--- src/rtl/delay_sequencer_pkg.sv ---
// Shared types and widths for the DAC delay sequencer and the delay RAM it reads.
// Widths here must match the delay RAM port B geometry.
package delay_sequencer_pkg;

  localparam int SEQ_ADDR_W  = 11;
  localparam int SEQ_DELAY_W = 24;
  // Wide enough for the full legal read-latency range 1..7.
  localparam int LAT_W       = 3;

  typedef enum logic [1:0] {
    IDLE,
    FETCH,
    COUNT,
    FIRE
  } state_t;

endpackage

--- src/rtl/delay_sequencer_down_counter.sv ---
// Loadable delay countdown with a zero flag; clear wins over load, load wins over decrement.
// Saturates at zero so a stray decrement can never wrap to the maximum delay.
module delay_sequencer_down_counter #(
  parameter int W = 24
) (
  input  logic         clk,
  input  logic         rst_n,
  input  logic         clr,
  input  logic         load,
  input  logic [W-1:0] load_val,
  input  logic         dec,
  output logic         zero
);

  logic [W-1:0] count;

  always_ff @(posedge clk or negedge rst_n) begin
    if (!rst_n) begin
      count <= '0;
    end else if (clr) begin
      count <= '0;
    end else if (load) begin
      count <= load_val;
    end else if (dec && (count != '0)) begin
      count <= count - W'(1);
    end
  end

  assign zero = (count == '0);

endmodule

--- src/rtl/delay_sequencer.sv ---
// Per-DAC-channel delay sequencer: looks up a wave's delay word, counts it down, pulses fire.
// Fire lands RD_LATENCY+1+D cycles after the start edge; one request can wait in the pending slot.
module delay_sequencer
  import delay_sequencer_pkg::*;
#(
  parameter int ADDR_W     = SEQ_ADDR_W,
  parameter int DELAY_W    = SEQ_DELAY_W,
  parameter int RD_LATENCY = 2
) (
  input  logic               I_DELY_CLK,
  input  logic               I_Rst_n,
  input  logic               I_START,
  input  logic [ADDR_W-1:0]  I_WAVE_ID,
  input  logic               I_ABORT,
  output logic [ADDR_W-1:0]  O_READ_ADDR,
  input  logic [DELAY_W-1:0] I_DELAY,
  output logic               O_READY,
  output logic               O_BUSY,
  output logic               O_FIRE,
  output logic [ADDR_W-1:0]  O_FIRE_WAVE_ID,
  output logic               O_OVERFLOW
);

  localparam logic [LAT_W-1:0] LAT_INIT = LAT_W'(RD_LATENCY);

  state_t             state;
  logic [LAT_W-1:0]   lat_cnt;
  logic [ADDR_W-1:0]  active_id;
  logic [ADDR_W-1:0]  read_addr;
  logic [ADDR_W-1:0]  pend_id;
  logic [ADDR_W-1:0]  launch_id;
  logic               pend_vld;
  logic               overflow;
  logic               cnt_zero;
  logic               cnt_load;
  logic               cnt_dec;
  logic               firing;

  // The RAM word is only trusted on the last FETCH cycle; earlier it may belong to the old address.
  assign cnt_load  = !I_ABORT && (state == FETCH) && (lat_cnt == LAT_W'(1));
  assign cnt_dec   = !I_ABORT && (state == COUNT) && !cnt_zero;
  assign launch_id = pend_vld ? pend_id : I_WAVE_ID;

  delay_sequencer_down_counter #(
    .W (DELAY_W)
  ) u_dly_cnt (
    .clk      (I_DELY_CLK),
    .rst_n    (I_Rst_n),
    .clr      (I_ABORT),
    .load     (cnt_load),
    .load_val (I_DELAY),
    .dec      (cnt_dec),
    .zero     (cnt_zero)
  );

  always_ff @(posedge I_DELY_CLK or negedge I_Rst_n) begin
    if (!I_Rst_n) begin
      state     <= IDLE;
      lat_cnt   <= '0;
      active_id <= '0;
      read_addr <= '0;
      pend_id   <= '0;
      pend_vld  <= 1'b0;
      overflow  <= 1'b0;
    end else begin
      overflow <= 1'b0;
      if (I_ABORT) begin
        // Abort swallows any same-cycle start silently; the read address is left as is.
        state    <= IDLE;
        lat_cnt  <= '0;
        pend_id  <= '0;
        pend_vld <= 1'b0;
      end else begin
        case (state)
          IDLE: begin
            if (I_START) begin
              active_id <= I_WAVE_ID;
              read_addr <= I_WAVE_ID;
              lat_cnt   <= LAT_INIT;
              state     <= FETCH;
            end
          end
          FETCH: begin
            lat_cnt <= lat_cnt - LAT_W'(1);
            if (lat_cnt == LAT_W'(1)) begin
              state <= COUNT;
            end
          end
          COUNT: begin
            if (cnt_zero) begin
              state <= FIRE;
            end
          end
          FIRE: begin
            // A start into an empty slot is promoted straight to FETCH; into a full one it is dropped.
            if (pend_vld || I_START) begin
              active_id <= launch_id;
              read_addr <= launch_id;
              lat_cnt   <= LAT_INIT;
              pend_vld  <= 1'b0;
              state     <= FETCH;
              if (pend_vld && I_START) begin
                overflow <= 1'b1;
              end
            end else begin
              state <= IDLE;
            end
          end
          default: state <= IDLE;
        endcase

        if (I_START && ((state == FETCH) || (state == COUNT))) begin
          if (pend_vld) begin
            overflow <= 1'b1;
          end else begin
            pend_vld <= 1'b1;
            pend_id  <= I_WAVE_ID;
          end
        end
      end
    end
  end

  // Fire is gated by abort combinationally so an abort in the FIRE cycle itself suppresses it.
  assign firing         = (state == FIRE) && !I_ABORT;
  assign O_FIRE         = firing;
  assign O_FIRE_WAVE_ID = firing ? active_id : '0;
  assign O_READ_ADDR    = read_addr;
  assign O_READY        = !pend_vld;
  assign O_BUSY         = (state != IDLE);
  assign O_OVERFLOW     = overflow;

endmodule

--- config.mk ---
export PLATFORM = sky130hd
export DESIGN_NAME = delay_sequencer
export DESIGN_NICKNAME = d
export VERILOG_FILES = /design/src/rtl/delay_sequencer_pkg.sv /design/src/rtl/delay_sequencer_down_counter.sv /design/src/rtl/delay_sequencer.sv
export SDC_FILE = /design/constraint.sdc
export NUM_CORES = 1
export LEC_CHECK = 0
export CORE_ASPECT_RATIO = 1.5
export CORE_MARGIN = 3
export CORE_UTILIZATION = 56
export CTS_CLUSTER_DIAMETER = 40
export DETAILED_ROUTE_END_ITERATION = 16
export PLACE_DENSITY_LB_ADDON = 0.08
export SETUP_SLACK_MARGIN = 0.4
export SLEW_MARGIN = 20
export SYNTH_ARGS = -nofsm -noshare
export SYNTH_HDL_FRONTEND = slang
export SYNTH_HIERARCHICAL = 1
export SYNTH_SLANG_ARGS = --single-unit
--- constraint.sdc ---
create_clock -name I_DELY_CLK -period 5.6 [get_ports I_DELY_CLK]
set_input_delay 1.12 -clock I_DELY_CLK [delete_from_list [all_inputs] [get_ports I_DELY_CLK]]
set_output_delay 1.12 -clock I_DELY_CLK [all_outputs]
set_load 0.02 [all_outputs]
==> results.ini <==
[status]
status=finished, final reports clean

[yosys]
ys_top_cells_by_area=dfrtp_1 (42%), mux2_4 (4.8%), mux2_2 (4.3%)
synth_top_area_frac=0.422
yosysWarnings=6
netlist_instances=306
ys_ff_latch=53
ys_seq_area_frac=0.422
async_flop_share=1.00
syn_nets=355
synth-main-ff-cell=dfrtp_1
avgSynthCellArea_sq_um=10.3
synth_edf_count=0
synth_cell_types=58
synthesis.area_sq_um=3140
yosysMostFrequentCell=dfrtp_1
synth.largest_area_cell=dfrtp_1
netlist_top_cells_count=dfrtp_1 (53), nor2_1 (24), inv_1 (14), a211oi_1 (13)

[power_and_ir_drop]
p_sw_mw=0.612
sw_frac_of_total=0.384
ir_worst_vdd_mv=0.268
leakage_nw=1.72
pwr-share-seq=0.355
intPower_mw=0.981
clock_power_share=0.173
power_density_nw_per_um2=404
combPwrFrac=0.472

[floorplanning]
die_x_um=67.2
start_util=0.595
ios=65
die_h_um=97.8
row_count=32
dieArea_sq_um=6570
core_sq_um=5290

[grt]
gr-total-overflow=0
grt_pass1_wl_um=12000
antenna_found_initial=0
gr-usage-all-layers=0.231
first_global_vias=2550
grt_max_degree=54

[clock_network]
clkTransAtPathRegs_ns=0.10
htree_levels=2
cts_resized=0
numCtsBuffers=5
root_buffer=clkbuf_8
cts_buffer_depth=2
worstSkewPairLatency_ns=0.30
clock_sinks=53
tritoncts=yes
post-cts-setup-buffer-count=0
cts_hold_buf=0

[layout]
stdcell_count=433
multi_input_area_sq_um=1690
drive_gt1_frac=0.123
fin_nets=413
regArea_sq_um=1330
area_growth_pct=25.4
fillers=424
num_antenna_cells=0
fin_util=0.746

[hold_path]
hold_path.class=register to register
holdPathStages=1

[worst_setup_path]
r2r_cells=9
reg2reg_slack_ns=2.32
critPathLaunch=I_ABORT
crit_arrival_ns=3.06
critical_path_class=primary input to output pin
crit_path_max_fanout=12
reg2reg_to=u_dly_cnt/count[15]
cp-end-kind=output pin
cp-start-kind=primary input
r2r_start=u_dly_cnt/count[12]
critical_path.endpoint=O_FIRE_WAVE_ID[5]
required_ns=4.48

[route]
viasPerCell=5.88
wl_um=7310
first_iter_violations=191
route.vias.total=2546
route.detailed.drc=0
wl_per_cell_um=16.9
ant_nets=0
dr.pass1.iters=4

[sta]
worst_slack_ns=1.42
fmax_mhz=239
setup_viol=0
fin_crit_ns=4.18
worstMarginPinSlew_ns=1.09
fin_tns_setup_ns=0
max-slew-margin-rel=0.273
rsz0062_at_grt=no
finalHoldViolCount=0
slew_viol_final=0
clock-skew-final_ns=0.00388
min_period_over_period=0.746
whs_ns=0.510

[placed_design]
port_buffers=64
dpl.cell_count=425
place.gp.congestion=0.854
dp_hpwl_um=5110
place_ws_ns=1.40

[flow_run]
cap_violations=0

power by group through the flow:
| stage | logic (mW) | clock network (mW) | registers [mW] |
|---|---|---|---|
| global placement | 0.733 | 0 | 0.568 |
| finish | 0.752 | 0.275 | 0.566 |
| floorplan | 0.476 | 0 | 0.596 |
| detailed placement | 0.746 | 0 | 0.569 |
| CTS | 0.750 | 0.280 | 0.566 |
| global route | 0.819 | 0.294 | 0.582 |
cell usage in the layout, fill, tap and decap left out, types with 7 or more instances in the layout:
master / Yosys / final
clkdlybuf4s50_1: 0 / 63
and2_1: 11 / 11
nand3_1: 12 / 12
nor2_1: 24 / 24
xor2_1: 12 / 12
inv_1: 14 / 14
mux2_4: 10 / 10
ha_1: 10 / 10
dfrtp_1: 53 / 53
a211oi_1: 13 / 13
nand2_1: 8 / 8
a22o_1: 11 / 11
nor3_1: 7 / 7
mux2_2: 12 / 12
a21oi_1: 7 / 7
state kept, by name, indices dropped and copies added (netlist names):
name / flops
O_OVERFLOW: 1
O_READ_ADDR: 11
lat_cnt: 3
pend_id: 11
pend_vld: 1
state: 2
u_dly_cnt/count: 24
kinds of logic after synthesis:
kind of cell,after synthesis,share of synthesized area
AOI/OAI and AO/OA,67,0.165
xor gates and xnor gates,13,0.0362
adders and majority gates,10,0.0398
buffers and inverters,31,0.0418
DFF,53,0.422
muxes,25,0.100
and+or+nand+nor,107,0.195
per-stage QoR:
| stage | instance area, sq um | power [mW] |
|---|---|---|
| 5_1_grt | 3940 | 1.69 |
| 2_1_floorplan | 3140 | 1.07 |
| 3_5_place_dp | 3820 | 1.32 |
| 4_1_cts | 3940 | 1.60 |
| 3_3_place_gp | 3820 | 1.30 |
| 6_report | 3940 | 1.59 |
critical path, cell delays in order:
cell and delay [ns]:
clkdlybuf4s50_1 0.46, nor2b_1 0.62, and2_1 0.24, clkdlybuf4s50_1 0.62
per-layer routing:
| layer | vias to the layer above | global-route usage | share of wire | wire (um) |
|---|---|---|---|---|
| li1 | 1246 | - | - | - |
| met1 | 1230 | 0.284 | 0.42 | 3080 |
| met2 | 63 | 0.403 | 0.52 | 3810 |
| met3 | 7 | 0.0483 | 0.047 | 345 |
| met4 | 0 | 0.0563 | 0.0096 | 70 |
| met5 | - | 0 | 0 | 0 |
how the worst min path moves through the flow:
stage | to | slack (ns) | from
after global routing | pend_id[3] | 0.52 | pend_id[3]
after CTS | pend_id[2] | 0.51 | pend_id[2]
after detailed placement | pend_id[3] | 0.48 | pend_id[3]
after global placement | pend_id[10] | 0.48 | pend_id[10]
final | pend_id[6] | 0.51 | pend_id[6]
after floorplan | pend_id[0] | 0.46 | pend_id[0]
area by class of cell:
cell class / instances / share of cell area
Clock inverter: 2 / 0.00952
Tap cell: 68 / 0.0216
Multi-Input combinational cell: 222 / 0.429
Timing Repair Buffer: 68 / 0.169
Clock buffer: 6 / 0.0209
Inverter: 14 / 0.0133
Sequential cell: 53 / 0.336
(Power assumes the default switching activity.)
==> patch 1, RTL diff (same flow settings) <==
The 4 states of `state_t` get a one-hot encoding in 4 bits.
--- a/src/rtl/delay_sequencer_pkg.sv
+++ b/src/rtl/delay_sequencer_pkg.sv
@@ -7,11 +7,11 @@
   // Wide enough for the full legal read-latency range 1..7.
   localparam int LAT_W       = 3;
 
-  typedef enum logic [1:0] {
-    IDLE,
-    FETCH,
-    COUNT,
-    FIRE
+  typedef enum logic [3:0] {
+    IDLE  = 4'b0001,
+    FETCH = 4'b0010,
+    COUNT = 4'b0100,
+    FIRE  = 4'b1000
   } state_t;
 
 endpackage
Formal check against the unedited RTL: no difference found for any inputs over 4 cycles, from zero or initial values and one cycle with I_Rst_n low; so few cycles prove little.
==> patch 1 against the original RTL <==
- global-route usage shrank 1.3 points
- area after synthesis grew 6.7%
- wire length fell by 0.83%
- clock skew rose by 0.0029 ns
- setup slack improved by 0.31 ns
- sequential share of layout area decreased by 0.093 points
- synthesized cell count rose by 8.8%
- sequential cell count is 2 higher
- utilization shrank 1.5 points
- final area rose by 4.2%
- critical path type unchanged
- largest cell class unchanged
Power is not compared: it rests on default switching activity, and its combinational part moved more than twofold at a synthesized area within 25%.
==> patch 1: results (changes against the original RTL) <==
worst path arrival time=2.75 ns (-0.31 ns); layout cells sized above 1=9.30% (-3.0 points); worst clock skew=0.00680 ns (+0.00292 ns); number of global-route vias before repair=2,710 (+6.3%); Setup WS pre-CTS=1.46 ns (+0.0541 ns); DR WL/cell=15.9 um (-6.0%); DP HPWL=5.20 mm (+1.7%); result of the run=complete, no violations; syn_nets=376 (+5.9%); pin count of the biggest net entering global routing=56 (+3.7%); RD Place Congestion=0.870 (+1.9%); area post-placement=0.00399 mm2 (+4.5%); reg2reg end=u_dly_cnt/count[20]; All-Layer GR Usage=21.8% (-1.3 points); Commonest cells post-synth=dfrtp_1, nor2_1, a211oi_1, xor2_1; Hold EP=lat_cnt[2]; cells on worst reg2reg path=11 (+2); Via density=5.93 (+0.85%); Layout Cells excl Fill=457 (+5.5%); ranking of synthesized cells by area=dfrtp_1, nor2_1, mux2_4, mux2i_1, mux2_1; first-pass GRT wire length=12.6 mm (+4.7%); R2R setup slack=2.11 ns (-0.21 ns); sequential area share after synthesis=41.1% (-1.1 points); Synth Warn #=6 (unchanged); Slew @ Worst Pin=1.04 ns (-0.0477 ns); placed cell count=449 (+5.6%)
[patch 1: per-stage QoR]
| stage | util (%) | hold WS (ns) |
|---|---|---|
| after CTS | 73.1 | 0.503 |
| after global routing | 73.1 | 0.542 |
| final | 73.1 | 0.498 |
| after global placement | 71.0 | 0.473 |
| after detailed placement | 71.0 | 0.488 |
| after floorplan | - | 0.449 |
[patch 1: layout make-up]
cell class / instances / area share (%)
timing repair buffer: 68 / 16.2
clock inverter: 2 / 0.853
sequential: 55 / 33.5
multi-input combinational: 246 / 44.3
clock buffer: 6 / 2.01
inverter: 10 / 0.914
tap: 70 / 2.13
[patch 1: worst max-delay path, cell delays in order]
cell and delay [ns]:
clkdlybuf4s50_1 0.44, nor4_1 0.23, buf_4 0.21, and2_1 0.14, clkdlybuf4s50_1 0.60
[patch 1: kinds of logic after synthesis]
| family | Yosys count | share of synthesized area [%] |
|---|---|---|
| AND/OR/NAND/NOR | 135 | 23.7 |
| buffers and inverters | 32 | 4.70 |
| XOR/XNOR | 17 | 4.44 |
| adder cells (fa/ha/maj) | 4 | 1.49 |
| AO/OA/AOI/OAI | 55 | 12.3 |
| multiplexers | 35 | 12.3 |
| flip-flops | 55 | 41.1 |
[patch 1: how the worst max path moves through the flow]
stage,from,cells past startpoint,slack (ns),end
after floorplan,I_ABORT,3,2.41,O_FIRE_WAVE_ID[1]
final,I_ABORT,5,1.73,O_FIRE_WAVE_ID[2]
after detailed placement,I_ABORT,8,1.46,u_dly_cnt/count[20]
after global placement,I_ABORT,8,1.52,u_dly_cnt/count[20]
after global routing,I_ABORT,8,1.44,u_dly_cnt/count[18]
after CTS,I_ABORT,5,1.71,O_FIRE_WAVE_ID[2]
[patch 1: per-layer routing]
metal / global-route usage [%] / vias up / routed length, um
met4: 7.82 / 0 / 155
met3: 3.69 / 14 / 324
li1: - / 1316 / -
met2: 38.5 / 77 / 3770
met5: 0 / - / 0
met1: 26.7 / 1303 / 3000
[patch 1: where the power goes]
part / switching [mW] / total [mW] / internal, mW
sequential: 0.0297 / 0.458 / 0.428
clock: 0.127 / 0.272 / 0.145
combinational: 0.0948 / 0.219 / 0.124
total: 0.252 / 0.949 / 0.697
==> patch 2, RTL diff (config.mk and constraints unchanged) <==
Without the edit above. `LAT_W`: 3 -> 6.
--- a/src/rtl/delay_sequencer_pkg.sv
+++ b/src/rtl/delay_sequencer_pkg.sv
@@ -5,7 +5,7 @@
   localparam int SEQ_ADDR_W  = 11;
   localparam int SEQ_DELAY_W = 24;
   // Wide enough for the full legal read-latency range 1..7.
-  localparam int LAT_W       = 3;
+  localparam int LAT_W       = 6;
 
   typedef enum logic [1:0] {
     IDLE,
Function: no difference found for any inputs over 10 cycles, from zero or initial values and one cycle with I_Rst_n low; that may be too few to reach the edited logic, so the function may still have changed.
==> patch 2 against the original RTL <==
- total power decreased by 5.3%
- sequential cell count increased by 3
- largest cell class unchanged
- critical endpoint is now O_FIRE_WAVE_ID[3]
- critical path type unchanged
- setup slack improved by 0.081 ns
- clock power decreased by 19%
- global-route usage increased by 1.1 points
- area after synthesis increased by 5.3%
- wire length increased by 5.4%
- final area increased by 3.6%
- clock skew increased by 0.0035 ns
- final cell count increased by 6.2%
==> patch 2: results (changes against the original RTL) <==
Nets=436 (+5.6%); result of the run=complete, no violations; Hold Crit Start=pend_id[9]; CP max stage cell=clkdlybuf4s50_1; ranking of synthesized cells by area=dfrtp_1, mux2_4, mux2_2, xor2_1, ha_1; Worst R2R Start=u_dly_cnt/count[0]; placed cell count=452 (+6.4%); max_slew headroom=28.4% (+1.1 points); syn_nets=377 (+6.2%); xor and xnor area share after synthesis=3.44% (-0.18 points); syn_area_per_cell=10.0 um2 (-2.4%); Netlist cell types=54 (-6.9%); sequential area share after synthesis=42.3% (+0.15 points); Hold EP=pend_id[9]; worst clock skew=0.00735 ns (+0.00348 ns); worst hold margin=0.511 ns (+0.00163 ns); Leak Pwr=1.75 nW (+2.0%); Commonest cells post-synth=dfrtp_1, nor2_1, nand3_1, clkbuf_1; cells on worst reg2reg path=12 (+3); number of global-route vias before repair=2,761 (+8.3%); DR iter-0 viols=258 (+35%); DP HPWL=5.46 mm (+6.8%); layout cells sized above 1=10.5% (-1.8 points); All-Layer GR Usage=24.2% (+1.1 points); Setup WS pre-CTS=1.45 ns (+0.0417 ns); R2R setup slack=1.94 ns (-0.38 ns); VDD IR max=0.265 mV (-1.2%); compound-gate portion of the synthesized area=17.4% (+0.95 points); RD Place Congestion=0.860 (+0.67%)
==> patch 2: how the worst max path moves through the flow <==
stage | endpoint | slack, ns | cells past startpoint
floorplan | O_FIRE_WAVE_ID[1] | 2.59 | 3
global route | O_FIRE_WAVE_ID[10] | 1.40 | 4
finish | O_FIRE_WAVE_ID[3] | 1.50 | 4
detailed placement | O_FIRE_WAVE_ID[3] | 1.45 | 4
CTS | O_FIRE_WAVE_ID[3] | 1.43 | 4
global placement | O_FIRE_WAVE_ID[5] | 1.65 | 4
==> patch 2: report_power, final <==
part	leakage (nW)	internal, mW	switching, mW
sequential	0.750	0.496	0.0823
clock	0.0414	0.0894	0.134
combinational	0.960	0.346	0.363
total	1.75	0.931	0.579
==> patch 2: through the flow <==
step / instance area (um2) / total power, mW
after floorplan: 3310 / 1.05
after global placement: 4000 / 1.28
after detailed placement: 4000 / 1.29
after CTS: 4090 / 1.52
after global routing: 4090 / 1.61
final: 4090 / 1.51
==> patch 2: layout make-up <==
class                   count  area, um2
well taps                  70       87.6
clock buffers               6       72.6
repair buffers             69        673
inverters                  13       48.8
multi-input cells         244       1790
fillers                   451       1530
flip-flops and latches     56       1400
clock inverters             2       16.3
==> patch 2: kinds of logic after synthesis <==
logic type | after synthesis
xor gates and xnor gates | 13
AOI/OAI and AO/OA | 78
and+or+nand+nor | 121
buffers and inverters | 30
DFF | 56
adders and majority gates | 8
muxes | 24
==> patch 2: per-layer routing <==
metal | part of all wire (%) | GRT usage, %
met1 | 42 | 29.7
met2 | 52 | 41.6
met3 | 4.5 | 4.37
met4 | 1.6 | 8.26
met5 | 0 | 0
